--- src/rtl/mc_ctrl_pkg.sv ---
// Shared definitions for the multicycle controller and the datapath decoder:
// state encoding, opcode constants and ALU operation codes.
package mc_ctrl_pkg;

  typedef enum logic [2:0] {
    ST_IDLE   = 3'd0,
    ST_FETCH  = 3'd1,
    ST_DECODE = 3'd2,
    ST_EXEC   = 3'd3,
    ST_MEM    = 3'd4,
    ST_WB     = 3'd5,
    ST_ERR    = 3'd6
  } state_e;

  localparam logic [6:0] OP_R      = 7'b0110011;
  localparam logic [6:0] OP_I      = 7'b0010011;
  localparam logic [6:0] OP_LOAD   = 7'b0000011;
  localparam logic [6:0] OP_STORE  = 7'b0100011;
  localparam logic [6:0] OP_BRANCH = 7'b1100011;

  localparam logic [1:0] ALU_ADD = 2'b00;
  localparam logic [1:0] ALU_BR  = 2'b01;
  localparam logic [1:0] ALU_R   = 2'b10;
  localparam logic [1:0] ALU_I   = 2'b11;

  function automatic logic op_legal(input logic [6:0] op);
    return (op == OP_R) || (op == OP_I) || (op == OP_LOAD) ||
           (op == OP_STORE) || (op == OP_BRANCH);
  endfunction

endpackage

--- src/rtl/mc_wait_timer.sv ---
// Memory wait counter: counts cycles without mem_ready_i and flags a timeout
// in the cycle whose increment would bring the count to MEM_WAIT_MAX.
module mc_wait_timer #(
  parameter int MEM_WAIT_MAX = 15
) (
  input  logic clk_i,
  input  logic rst_i,
  input  logic clr_i,
  input  logic inc_i,
  output logic timeout_o
);

  localparam int W = (MEM_WAIT_MAX < 2) ? 1 : $clog2(MEM_WAIT_MAX + 1);
  localparam logic [W-1:0] LAST = W'(MEM_WAIT_MAX - 1);

  logic [W-1:0] cnt_q;

  always_ff @(posedge clk_i or posedge rst_i) begin
    if (rst_i) begin
      cnt_q <= '0;
    end else if (clr_i) begin
      cnt_q <= '0;
    end else if (inc_i) begin
      cnt_q <= cnt_q + 1'b1;
    end
  end

  // Ready in the final cycle suppresses inc_i, so ready wins the tie.
  assign timeout_o = inc_i && (cnt_q == LAST);

endmodule

--- src/rtl/mc_ctrl.sv ---
// Multicycle CPU control FSM: registered state/flags/retire counter,
// combinational strobes decoded from state, latched opcode and handshakes.
module mc_ctrl
  import mc_ctrl_pkg::*;
#(
  parameter int MEM_WAIT_MAX = 15,
  parameter int CNT_W        = 32
) (
  input  logic             clk_i,
  input  logic             rst_i,
  input  logic             run_i,
  input  logic [6:0]       opcode_i,
  input  logic             zero_i,
  input  logic             mem_ready_i,
  output logic             mem_req_o,
  output logic             mem_we_o,
  output logic             mem_iord_o,
  output logic             ir_we_o,
  output logic             pc_we_o,
  output logic             pc_src_o,
  output logic             reg_we_o,
  output logic             alu_src_o,
  output logic             mem_to_reg_o,
  output logic [1:0]       alu_op_o,
  output logic [2:0]       state_o,
  output logic             illegal_o,
  output logic             timeout_o,
  output logic [CNT_W-1:0] instret_o
);

  state_e           state_q, state_d;
  logic [6:0]       opcode_q;
  logic [CNT_W-1:0] instret_q;
  logic             illegal_q, timeout_q;
  logic             retire, wait_clr, wait_inc, wait_to;
  logic             is_load, is_store;

  assign is_load  = (opcode_q == OP_LOAD);
  assign is_store = (opcode_q == OP_STORE);

  assign wait_inc = ((state_q == ST_FETCH) || (state_q == ST_MEM)) && !mem_ready_i;
  assign wait_clr = (state_d != state_q) &&
                    ((state_d == ST_FETCH) || (state_d == ST_MEM));

  mc_wait_timer #(.MEM_WAIT_MAX(MEM_WAIT_MAX)) u_wait_timer (
    .clk_i     (clk_i),
    .rst_i     (rst_i),
    .clr_i     (wait_clr),
    .inc_i     (wait_inc),
    .timeout_o (wait_to)
  );

  always_comb begin
    state_d      = state_q;
    retire       = 1'b0;
    mem_req_o    = 1'b0;
    mem_we_o     = 1'b0;
    mem_iord_o   = 1'b0;
    ir_we_o      = 1'b0;
    pc_we_o      = 1'b0;
    pc_src_o     = 1'b0;
    reg_we_o     = 1'b0;
    alu_src_o    = 1'b0;
    mem_to_reg_o = 1'b0;
    alu_op_o     = ALU_ADD;
    case (state_q)
      ST_IDLE: begin
        if (run_i) state_d = ST_FETCH;
      end
      ST_FETCH: begin
        mem_req_o = 1'b1;
        if (mem_ready_i) begin
          ir_we_o = 1'b1;
          state_d = ST_DECODE;
        end else if (wait_to) begin
          state_d = ST_ERR;
        end
      end
      ST_DECODE: begin
        state_d = op_legal(opcode_i) ? ST_EXEC : ST_ERR;
      end
      ST_EXEC: begin
        case (opcode_q)
          OP_R: begin
            alu_op_o = ALU_R;
            state_d  = ST_WB;
          end
          OP_I: begin
            alu_op_o  = ALU_I;
            alu_src_o = 1'b1;
            state_d   = ST_WB;
          end
          OP_LOAD, OP_STORE: begin
            alu_src_o = 1'b1;
            state_d   = ST_MEM;
          end
          OP_BRANCH: begin
            alu_op_o = ALU_BR;
            pc_we_o  = 1'b1;
            pc_src_o = zero_i;
            retire   = 1'b1;
          end
          default: state_d = ST_ERR;
        endcase
      end
      ST_MEM: begin
        mem_req_o  = 1'b1;
        mem_iord_o = 1'b1;
        alu_src_o  = 1'b1;
        mem_we_o   = is_store;
        if (mem_ready_i) begin
          if (is_store) begin
            pc_we_o = 1'b1;
            retire  = 1'b1;
          end else begin
            state_d = ST_WB;
          end
        end else if (wait_to) begin
          state_d = ST_ERR;
        end
      end
      ST_WB: begin
        reg_we_o     = 1'b1;
        mem_to_reg_o = is_load;
        pc_we_o      = 1'b1;
        retire       = 1'b1;
      end
      ST_ERR: begin
        state_d = ST_ERR;
      end
      default: state_d = ST_IDLE;
    endcase
    // run_i is only consulted here, at the instruction boundary.
    if (retire) state_d = run_i ? ST_FETCH : ST_IDLE;
  end

  always_ff @(posedge clk_i or posedge rst_i) begin
    if (rst_i) begin
      state_q   <= ST_IDLE;
      opcode_q  <= '0;
      instret_q <= '0;
      illegal_q <= 1'b0;
      timeout_q <= 1'b0;
    end else begin
      state_q <= state_d;
      if (state_q == ST_DECODE) begin
        opcode_q <= opcode_i;
        if (!op_legal(opcode_i)) illegal_q <= 1'b1;
      end
      if (retire)  instret_q <= instret_q + 1'b1;
      if (wait_to) timeout_q <= 1'b1;
    end
  end

  assign state_o   = state_q;
  assign illegal_o = illegal_q;
  assign timeout_o = timeout_q;
  assign instret_o = instret_q;

endmodule

--- config.mk ---
export PLATFORM = sky130hd
export DESIGN_NAME = mc_ctrl
export DESIGN_NICKNAME = d
export VERILOG_FILES = /design/src/rtl/mc_ctrl_pkg.sv /design/src/rtl/mc_wait_timer.sv /design/src/rtl/mc_ctrl.sv
export SDC_FILE = /design/constraint.sdc
export NUM_CORES = 1
export LEC_CHECK = 0
export ABC_AREA = 1
export CORE_ASPECT_RATIO = 1.5
export CORE_MARGIN = 2
export CORE_UTILIZATION = 45
export DETAILED_ROUTE_END_ITERATION = 8
export GPL_TIMING_DRIVEN = 0
export PLACE_DENSITY = 0.76
export SETUP_SLACK_MARGIN = 0.3
export SYNTH_ARGS = -nofsm -noshare
export SYNTH_HDL_FRONTEND = slang
export SYNTH_SLANG_ARGS = --single-unit
export TNS_END_PERCENT = 20
--- constraint.sdc ---
create_clock -name clk_i -period 1.55 [get_ports clk_i]
set_clock_uncertainty 0.1 [all_clocks]
set_input_delay 0.2325 -clock clk_i [delete_from_list [all_inputs] [get_ports clk_i]]
set_output_delay 0.2325 -clock clk_i [all_outputs]
set_load 0.05 [all_outputs]
==> results by group <==
STA
  – Final setup margin: -439.4 ps
  – Slew margin rel.: between 70% and 80%
  – Fin. Hold Viols: 0
  – Unrepaired setup endpoints after global routing: yes
  – Fmax: approximately 500 MHz
  – Min cycle time layout: 1989 ps
  – Slew @ Worst Pin: ~370 ps
  – Fin. max-slew vios: 0
  – Final setup violating endpoints: between 40 and 50
  – Hold Slack: between 100 and 150 ps
  – Final period utilization: 128.3%

Drt
  – DR vias: 2673
  – DRC: 0
  – Total Wirelength: slightly below 8 mm
  – Post-route ant nets: 0
  – DRT iter0 DRCs: ~110
  – DR WL/cell: about 15 microns
  – Via/cell ratio: 5.241
  – First-pass iteration count of the detailed router: 4

Power and ir drop
  – Tot Pwr: roughly 0.0064 W
  – Pleak: around 2 nW
  – Pwr/cell area: 1530 nW/um^2
  – Max VDD drop: between 0.6 and 0.7 mV

Finish
  – Ant diodes: 0
  – Final #Nets: between 400 and 500
  – Share of cells above drive strength 1: roughly 47%
  – Layout Cells excl Fill: 510
  – Area grow syn2layout: 57.78%

Global routing
  – Total global-route track usage: between 20% and 30%
  – Vias in the first global route: 2547
  – Largest net degree at the start of global routing: 34
  – First-pass GRT wire length: ~11 mm
  – Initial antenna violation count: 0
  – Congestion Overflow GR: 0

Synthesis
  – Post-synthesis sequential area ratio: a little under half
  – Synth area leaders: dfrtp_1 (45%), nand2_1 (12%), xnor2_1 (6.3%)
  – Top cell type by total area after synthesis: dfrtp_1
  – Ys async rst share: 100.0%
  – Post-Syn Instances: approximately 330
  – Distinct cells, synth: 32
  – Most common cell in the netlist: nand2_1
  – Synthesized net count: 341
  – Number of synthesized flops with an enable pin: 0
  – Flops & latches, synth: 48
  – Commonest cells in the netlist: nand2_1 (88), dfrtp_1 (48), nor2_1 (42)
  – Top-area cell type share of the netlist area: between 40% and 50%
  – Prevailing post-synth register cell: dfrtp_1
  – Yosys Warn Count: 0
  – Mean Syn Cell Area: 8.137 sq um
  – Synthesized cell area: around 2700 sq um

Floorplan
  – Core Rows: 34
  – Ports: 60
  – Initial Utilization: 46.19%
  – Die H: 98.03 microns
  – Die ar.: 6537 sq um
  – Die width: between 60 and 70 microns
  – Core area: around 5700 sq um

Critical path
  – Crit-path max FO: 6
  – Setup CP Type: reg -> out
  – Critical path startpoint category: flip-flop
  – Crit path required time: approximately 1200 ps
  – Critical path capture point type: output pin
  – Arr. time, crit path: about 1700 ps

Clock tree
  – CTS tree: built
  – CTS Buffer Depth: 2
  – CTS Buf Count: 5
  – Number of clock sinks: 48
  – Worst-skew pair later-pin latency: ~300 ps
  – Clk root buf: clkbuf_8
  – H-tree levels: 2
  – Hold Buf Count CTS: 0
  – Worst-path clk slew: 90 ps

Hold path
  – Hold Path Class: in -> async

Run
  – Max-cap viol count: 0

Placement
  – PortBufs: 59
  – Placer Congestion: around 0.9
  – DP HPWL: 4.628 mm
  – DP Cell Count: 458

Status
  – Status: finished with violations
  – Failing checks: setup timing
-- final cells by class --
type	instances	area [sq um]
Fill cell	430	1558
Tap cell	72	90.09
Timing Repair Buffer	104	967.2
Sequential cell	48	1217
Inverter	38	156.4
Clock inverter	3	23.77
Buffer	3	42.54
Multi-Input combinational cell	237	1619
Clock buffer	5	68.82
-- worst max-delay path: stages, from the launching register on --
cell and delay [ps]:
dfrtp_2 480, nand2_4 90, nor2_4 220, nand3_4 110
buf_4 170, nor2_2 110, buf_6 170
-- kinds of logic (layout without fill, tap and decap cells) --
kind of cell	count (synthesis)	after routing	synth area share, %
buf+inv	41	153	6.132
compound gates	15	15	2.971
simple gates	185	185	32.97
flops	48	48	45.28
fa+ha+maj	3	3	1.415
xor+xnor	34	34	11.23
-- worst paths after layout --
check                                      start  cells after the start                           endpoint  slack [ps]
min reg2reg                timeout_o$_DFFE_PP0P_                      2              timeout_o$_DFFE_PP0P_         370
max reg2reg                 state_o[2]$_DFF_PP0_                     11  u_wait_timer.cnt_q[0]$_DFFE_PP0P_        -400
min in group clk_i         timeout_o$_DFFE_PP0P_                      2              timeout_o$_DFFE_PP0P_         370
max in group asynchronous                  rst_i                      3          instret_o[19]$_DFFE_PP0P_         720
min                                        rst_i                      2            opcode_q[1]$_DFFE_PP0N_         120
max                         state_o[0]$_DFF_PP0_                      6                           pc_src_o        -440
-- sequential cells by signal, indices dropped and copies added, names as in the netlist --
signal              count
timeout_o               1
illegal_o               1
opcode_q                7
instret_o              32
state_o                 3
u_wait_timer.cnt_q      4
-- metal layers --
metal | vias up | wire [microns] | GRT usage, % | share of wire, %
li1 | 1243 | - | - | -
met1 | 1282 | 2887 | 25.38 | 37
met2 | 111 | 4242 | 39.08 | 54
met3 | 37 | 330 | 2.419 | 4.2
met4 | 0 | 328 | 8.320 | 4.2
met5 | - | 0 | 0 | 0
-- placed cells by master (no fill, tap or decap), types with 3 or more instances in the layout --
master / count
buf_12: 3
buf_2: 14
buf_4: 39
buf_6: 29
buf_8: 8
clkbuf_8: 5
clkdlybuf4s50_1: 11
clkinvlp_4: 3
dfrtp_1: 35
dfrtp_2: 13
ha_1: 3
inv_1: 24
inv_2: 9
inv_4: 4
nand2_1: 64
nand2_2: 20
nand2_4: 6
nand3_1: 11
nand3_2: 8
nand3_4: 5
nand4_1: 7
nor2_1: 25
nor2_2: 13
nor2_4: 12
nor3_1: 3
o21ai_0: 6
o21ai_1: 3
xnor2_1: 19
xor2_1: 14
-- repair_timing --
| item | 4_1_cts | 5_1_grt |
|---|---|---|
| buffers inserted | 23 | 21 |
| setup endpoints to repair | 96 | 96 |
| pin swaps | 20 | 20 |
| gates resized for setup | 321 | 78 |
-- power breakdown --
part / switching [W] / internal (W) / total [W]
Combinational: 0.00230 / 0.00156 / 0.00386
Sequential: 0.000300 / 0.00150 / 0.00180
Clock: 0.000429 / 0.000320 / 0.000749
-- through the flow --
stage | worst slack, ps | util (%) | area [sq um] | TNS (ps)
after floorplan | -481.4 | - | 2774 | -15380
after global placement | -1031 | 60.15 | 3455 | -63340
after detailed placement | -1010 | 60.50 | 3475 | -20560
after CTS | -356.5 | 66.56 | 3822 | -9784
after global routing | -496.7 | 72.88 | 4185 | -15770
final | -439.4 | 72.88 | 4185 | -12230
No activity file was read; power rests on OpenSTA's default activity.
